[config.mk]
export PLATFORM = sky130hd
export DESIGN_NAME = uart_rx_param
export DESIGN_NICKNAME = d
export VERILOG_FILES = /design/src/rtl/uart_rx_param.sv
export SDC_FILE = /design/constraint.sdc
export NUM_CORES = 1
export LEC_CHECK = 0
export CORE_ASPECT_RATIO = 0.75
export CORE_MARGIN = 5
export CORE_UTILIZATION = 50
export CTS_CLUSTER_SIZE = 14
export DETAILED_ROUTE_END_ITERATION = 10
export DONT_BUFFER_PORTS = 1
export GPL_TIMING_DRIVEN = 0
export PLACE_DENSITY = 0.69
export RECOVER_POWER = 25
export SYNTH_ARGS = -nofsm -noshare
export SYNTH_HDL_FRONTEND = slang
export SYNTH_SLANG_ARGS = --single-unit
[constraint.sdc]
create_clock -name i_clock -period 2 [get_ports i_clock]
set_clock_uncertainty 0.15 [all_clocks]
set_input_delay 0.2 -clock i_clock [delete_from_list [all_inputs] [get_ports i_clock]]
set_output_delay 0.2 -clock i_clock [all_outputs]
set_load 0.02 [all_outputs]
[src/rtl/uart_rx_param.sv]
// Parametrised oversampling UART receiver with a 2-flop synchronizer, start-glitch rejection and parity/framing flags.
// Frame result appears 1 clock after the final stop sample; there is no backpressure, so o_done_bit must be consumed when it pulses.
module uart_rx_param #(
  parameter int DBIT       = 8,
  parameter int OVERSAMPLE = 16,
  parameter int STOP_TICKS = 16,
  parameter int PARITY_EN  = 0,
  parameter int PARITY_ODD = 0
) (
  input  logic            i_clock,
  input  logic            i_reset,
  input  logic            i_tick,
  input  logic            i_rx_data_input,
  output logic            o_done_bit,
  output logic [DBIT-1:0] o_data_byte,
  output logic            o_parity_err,
  output logic            o_frame_err,
  output logic            o_busy
);

  localparam int SMAX = (OVERSAMPLE > STOP_TICKS) ? OVERSAMPLE : STOP_TICKS;
  localparam int SW   = $clog2(SMAX);
  localparam int NW   = $clog2(DBIT);

  localparam logic [SW-1:0] S_MID  = SW'(OVERSAMPLE / 2 - 1);
  localparam logic [SW-1:0] S_BIT  = SW'(OVERSAMPLE - 1);
  localparam logic [SW-1:0] S_STOP = SW'(STOP_TICKS - 1);
  localparam logic [NW-1:0] N_LAST = NW'(DBIT - 1);
  localparam logic          ODD    = (PARITY_ODD != 0);
  localparam logic          PAR_ON = (PARITY_EN != 0);

  typedef enum logic [2:0] {IDLE, START, DATA, PARITY, STOP} state_t;

  state_t          state_q, state_d;
  logic [1:0]      sync_q, sync_d;
  logic [SW-1:0]   s_q, s_d;
  logic [NW-1:0]   n_q, n_d;
  logic [DBIT-1:0] b_q, b_d;
  logic            perr_q, perr_d;
  logic [DBIT-1:0] data_q, data_d;
  logic            perr_out_q, perr_out_d;
  logic            ferr_q, ferr_d;
  logic            done_q, done_d;
  logic            rx_s;

  assign rx_s   = sync_q[1];
  assign sync_d = {sync_q[0], i_rx_data_input};

  always_comb begin
    state_d    = state_q;
    s_d        = s_q;
    n_d        = n_q;
    b_d        = b_q;
    perr_d     = perr_q;
    data_d     = data_q;
    perr_out_d = perr_out_q;
    ferr_d     = ferr_q;
    done_d     = 1'b0;

    case (state_q)
      IDLE: begin
        if (!rx_s) begin
          state_d = START;
          s_d     = '0;
        end
      end
      START: begin
        if (i_tick) begin
          if (s_q == S_MID) begin
            // A start bit that is high again at its midpoint was noise.
            if (!rx_s) begin
              state_d = DATA;
              s_d     = '0;
              n_d     = '0;
            end else begin
              state_d = IDLE;
            end
          end else begin
            s_d = s_q + SW'(1);
          end
        end
      end
      DATA: begin
        if (i_tick) begin
          if (s_q == S_BIT) begin
            s_d = '0;
            b_d = {rx_s, b_q[DBIT-1:1]};
            if (n_q == N_LAST) begin
              state_d = PAR_ON ? PARITY : STOP;
            end else begin
              n_d = n_q + NW'(1);
            end
          end else begin
            s_d = s_q + SW'(1);
          end
        end
      end
      PARITY: begin
        if (i_tick) begin
          if (s_q == S_BIT) begin
            s_d     = '0;
            perr_d  = (^b_q) ^ rx_s ^ ODD;
            state_d = STOP;
          end else begin
            s_d = s_q + SW'(1);
          end
        end
      end
      STOP: begin
        if (i_tick) begin
          if (s_q == S_STOP) begin
            data_d     = b_q;
            ferr_d     = ~rx_s;
            perr_out_d = PAR_ON & perr_q;
            done_d     = 1'b1;
            state_d    = IDLE;
          end else begin
            s_d = s_q + SW'(1);
          end
        end
      end
      default: state_d = IDLE;
    endcase
  end

  always_ff @(posedge i_clock or posedge i_reset) begin
    if (i_reset) begin
      state_q    <= IDLE;
      sync_q     <= 2'b11;
      s_q        <= '0;
      n_q        <= '0;
      b_q        <= '0;
      perr_q     <= 1'b0;
      data_q     <= '0;
      perr_out_q <= 1'b0;
      ferr_q     <= 1'b0;
      done_q     <= 1'b0;
    end else begin
      state_q    <= state_d;
      sync_q     <= sync_d;
      s_q        <= s_d;
      n_q        <= n_d;
      b_q        <= b_d;
      perr_q     <= perr_d;
      data_q     <= data_d;
      perr_out_q <= perr_out_d;
      ferr_q     <= ferr_d;
      done_q     <= done_d;
    end
  end

  assign o_done_bit   = done_q;
  assign o_data_byte  = data_q;
  assign o_parity_err = perr_out_q;
  assign o_frame_err  = ferr_q;
  assign o_busy       = (state_q != IDLE);

endmodule

After elaboration in Yosys (flattened, before gate mapping). Cells that the tools add are included. W data, S select, Z words.

Reduce and logical (&&, ||, !) cells: 10. $add $sub $neg: 2. Bitwise operators: 1. Multipliers: 0. Div/mod/pow operators: 0. Shift-type cells: 0. Equality and inequality tests: 21. $lt $le $gt $ge: 0. Muxes and demuxes: 30.

Operator list (number): $mux W3 (16); $mux W4 (7); $ne A2 B2 Y1 const B (13); $pmux W4 S4 (1); $pmux W3 S5 (1); $reduce_and A10 Y1 (1); $reduce_and A7 Y1 (1); $eq A3 B2 Y1 const B (2); $eq A3 B3 Y1 const B (2); $pmux W3 S2 (1); $reduce_and A3 Y1 (2); $reduce_and A5 Y1 (1); $add A4 B1 Y4 const B (1); $eq A4 B3 Y1 const B (1); $eq A4 B4 Y1 const B (1); $reduce_bool A4 Y1 (1); $add A3 B1 Y3 const B (1); $eq A3 B1 Y1 const B (1); $logic_not A3 Y1 (1); $mux W1 (3); $reduce_bool A3 Y1 (1); $mux W2 (1); $ne A2 B1 Y1 const B (1); $reduce_bool A2 Y1 (1); other kinds (2) (2).

Logic and storage cells: 72. Register bits: 30. Input bits: 4. ROM bits: 0. RAM bits: 0. Bits in latches: 0. Memories kept: 0.

Depth between registers and ports, before layout.
Word-level depth: 5. Mapped depth: 7. Gate-level depth less buffers: 7.

Worst setup path after synthesis. No wires, ideal clock.

Kind: register -> register. Start: register s_q[0]. End: register n_q[0]. Required time: 1725 ps. Period minus slack after synthesis: 1862 ps. Cell stages (with the launch flop): 7. Buffers on the path: 0. Arrival time: 1587 ps. Library setup time: 125 ps. Path slack: 138 ps. Cells stage by stage: dfrtp_1 ha_1 and3b_1 nor3_4 a211oi_1 nand2_1 mux2_2.

Longest elaborated chain between the ends: 3.

Ends and longest elaborated chain: start: declaration (RTL line 36) `logic [SW-1:0] s_q, s_d;`; start signal: assignment (RTL line 130) `s_q <= '0;`; start signal: assignment (RTL line 141) `s_q <= s_d;`; $eq A4 B4 Y1 or $eq A4 B3 Y1 (tied branches) (RTL line 85, 69); $ne A2 B2 Y1 (no line); $reduce_and A7 Y1 (no line) *; end signal: assignment (RTL line 142) `n_q <= n_d;`; end: declaration (RTL line 37) `logic [NW-1:0] n_q, n_d;`.

Every way passes the cells marked *; elsewhere a longest branch is shown, timed or not. A chain may end at the register's enable or synchronous reset.

Worst setup path after layout.
Start: register n_q[0]. End: register state_q[1].

Longest elaborated chain between the ends: 3.

Ends and longest elaborated chain: $eq A3 B3 Y1 (RTL line 88) `if (n_q == N_LAST) begin`; $ne A2 B2 Y1 (no line); $reduce_and A10 Y1 (no line); end signal: assignment (RTL line 139) `state_q <= state_d;`; end: declaration (RTL line 34) `state_t state_q, state_d;`.

No other way between the ends.

==> flow_metrics.py <==
metrics = {
    "die": {
        "ios": 16,
        "start_util_pct": 50.85,
        "die_h_um": 56.80,
        "die_w_um": 72.40,
        "rows": 17,
        "die-area_um2": 4112,
        "core_area_um2": 2872,
    },
    "synthesis": {
        "yosysMostFrequentCell": "dfrtp_1",
        "ys_warn_count": 0,
        "ys_types": 40,
        "synth-edff-count": 0,
        "ys_ff_latch": 30,
        "synth-main-ff-cell": "dfrtp_1",
        "synthCells": 125,
        "synth_common_cells": "dfrtp_1, mux2_2, nand2_1",
        "syn_area_per_cell_um2": 11.68,
        "synth_area_um2": 1460,
        "yosys.area.top_type": "dfrtp_1",
        "yosysTopAreaCellShare_pct": 47.99,
        "synth_fp_nets": 132,
        "synthArstFlopShare_pct": 100.0,
        "yosys-top-cells-area": "dfrtp_1, mux2_2, dfstp_2",
        "ys_seq_area_share_pct": 51.59,
    },
    "sta": {
        "worst_slew_pin_slew_ns": 1.102,
        "finalSetupViolCount": 2,
        "slew_headroom_pct": 26.42,
        "fin_crit_ns": 2.046,
        "finalHoldViolCount": 0,
        "fin_ws_ns": -0.04566,
        "rsz0062_at_grt": "yes",
        "min_period_over_period_pct": 102.3,
        "finalMaxSlewViolations": 0,
        "timing.fmax_ghz": 0.4888,
    },
    "placement": {
        "gp_congestion": 0.9322,
        "port_buffers": 0,
        "dpl_cell_area_um2": 1508,
        "dp_hpwl_um": 1927,
        "post-place-ws_ns": 0.002444,
    },
    "final_layout": {
        "drive_gt1_share_pct": 39.01,
        "antenna_cells": 0,
        "fin_area_um2": 1704,
        "area_growth_pct": 16.71,
        "fin_nets": 148,
    },
    "grt": {
        "grt_overflow": 0,
        "antenna_found_initial": 0,
        "grt_max_degree": 31,
        "grt_pass1_vias": 949,
        "grt_pass1_wl_um": 4657,
        "grt_usage_pct": 15.05,
    },
    "run": {
        "drv_cap": 0,
    },
    "worst_setup_path": {
        "reg2reg_depth": 7,
        "rrSetupSlack_ns": -0.05,
        "crit_family": "compound AO/OA/AOI/OAI gates",
        "worst_setup_path_start_kind": "flip-flop",
        "r2r_end": "state_q[1]$_DFFE_PP0P_",
        "worstPathMaxFanout": 3,
        "crit_type": "reg -> reg",
        "cp_data_required_time_ns": 2.02,
        "cp_data_arrival_time_ns": 2.07,
        "path_buf_inv": 0,
        "max_stage_delay_ns": 0.44,
        "end_kind": "flip-flop",
        "r2r-start": "n_q[0]$_DFFE_PP0P_",
        "crit_slowest_cell": "a2111oi_4",
        "path_cells": "ha_2 > ha_4 > nand2b_4 > a21o_2 > a21oi_2 > a2111oi_4 > mux2_4",
    },
    "detailed_routing": {
        "drt_iter0_drc": 49,
        "num_vias": 966,
        "route.detailed.drc": 0,
        "dr.pass1.iters": 4,
        "wirelength_um": 2956,
        "vias_per_cell": 5.397,
        "ant_nets": 0,
        "wl_per_cell_um": 16.51,
    },
    "worst_hold_path": {
        "hold_path_class": "reg -> reg",
        "whs_path_depth": 0,
        "hold_start": "sync_q[0]$_DFF_PP1_",
        "min_to": "sync_q[1]$_DFF_PP1_",
    },
    "clocking": {
        "cts_sinks": 30,
        "cts-root-buf": "clkbuf_8",
        "cts_buffer_depth": 2,
        "htreeDepth": 2,
        "clk_pin_slew_ns": 0.07,
        "tritoncts": "done",
        "clkLatencyLatePin_ns": 0.28,
        "cts_buffers": 5,
    },
    "pwr": {
        "p_seq_share_pct": 35.2,
        "p_sw_mw": 0.8217,
        "power.total_mw": 2.170,
        "combPwrFrac_pct": 43.6,
        "vdd_ir_drop_max_mv": 0.5780,
        "intPower_mw": 1.349,
        "sw_frac_of_total_pct": 37.86,
        "powerDensity_nw_per_um2": 1274,
        "p_leak_nw": 0.8149,
        "clkPwrFrac_pct": 21.2,
    },
    "status": {
        "violations": "negative setup slack",
        "status": "complete, but fails checks",
    },
}
## power by group through the flow
stage	Sequential [mW]	Combinational, mW	Clock, mW
after floorplan	0.748	0.668	0
after global placement	0.762	0.760	0
after detailed placement	0.771	0.791	0
after CTS	0.760	0.796	0.466
after global routing	0.775	1.03	0.501
final	0.764	0.946	0.460
## stage by stage
stage               cells  setup TNS (ns)  hold slack [ns]  utilization, %
finish                179        -0.07622           0.2122           59.35
global route          179         -0.5410           0.2170           59.35
CTS                   172       -0.006712           0.2121           55.95
detailed placement    163               0          0.05455           52.51
global placement      163               0          0.05456           52.51
floorplan             125               0          0.05448               -
## logic make-up (layout without fill, tap and decap cells)
group / after synthesis / count (layout) / synth area share, %
buffers and inverters: 12 / 28 / 4.369
adders and majority gates: 3 / 3 / 2.571
other: 1 / 1 / 0.2568
DFF: 30 / 30 / 51.59
AOI/OAI and AO/OA: 19 / 19 / 10.88
muxes: 22 / 22 / 16.88
and+or+nand+nor: 38 / 38 / 13.46
## flip-flops by register name, indices dropped and copies added (netlist names)
register	flops
b_q	8
o_data_byte	8
sync_q	2
s_q	4
state_q	3
o_done_bit	1
n_q	3
o_frame_err	1
## how the worst max path moves through the flow
| stage | start | to | slack, ns | cells past startpoint |
|---|---|---|---|---|
| after CTS | s_q[0]$_DFFE_PP0P_ | b_q[1]$_DFFE_PP0P_ | -0.004 | 5 |
| after global routing | n_q[0]$_DFFE_PP0P_ | state_q[2]$_DFFE_PP0P_ | -0.08 | 8 |
| after global placement | s_q[0]$_DFFE_PP0P_ | b_q[5]$_DFFE_PP0P_ | 0.02 | 5 |
| after floorplan | s_q[0]$_DFFE_PP0P_ | n_q[0]$_DFFE_PP0P_ | 0.14 | 6 |
| after detailed placement | s_q[0]$_DFFE_PP0P_ | b_q[1]$_DFFE_PP0P_ | 0.002 | 5 |
| final | n_q[0]$_DFFE_PP0P_ | state_q[1]$_DFFE_PP0P_ | -0.05 | 7 |
## what timing repair did
action	4_1_cts	5_1_grt
buffers inserted	0	7
gates resized for setup	0	11
pin swaps	0	4
endpoints found under the hold margin	29	0
hold buffers	2	0
endpoints found under the setup margin	2	19
## worst reg2reg max path, delay by kind of cell (launching register included)
family / cells / cell delay, ns
flops: 1 / 0.37
mux: 1 / 0.34
simple gates: 1 / 0.12
compound gates: 3 / 0.63
fa+ha+maj: 2 / 0.34
## layout by cell type, fill, tap and decap left out, types with 2 or more instances in the layout
cell type	count
a211o_1	2
buf_4	9
buf_6	2
clkbuf_8	5
clkinv_2	2
dfrtp_1	28
dfstp_2	2
dlygate4sd3_1	2
ha_2	2
inv_1	6
mux2_2	17
mux2i_1	4
nand2_1	13
nand3_1	2
nor2_1	9
nor3_1	2
o21ai_0	4
o21ai_1	2
## per-layer routing
layer	global-route usage (%)	part of all wire [%]	vias to the layer above
li1	-	-	465
met1	19.22	43	475
met2	21.01	48	22
met3	7.513	6.8	4
met4	7.105	1.7	0
met5	0	0	-
## layout make-up
type                    count  area [um2]
well taps                  38       47.55
plain buffers               5       41.29
inverters                   7       26.28
clock inverters             2       10.01
clock buffers               5       68.82
flip-flops and latches     30       753.2
repair buffers              9       72.57
fillers                   243        1167
multi-input cells          83       684.4
Power figures use the tool's default switching activity.
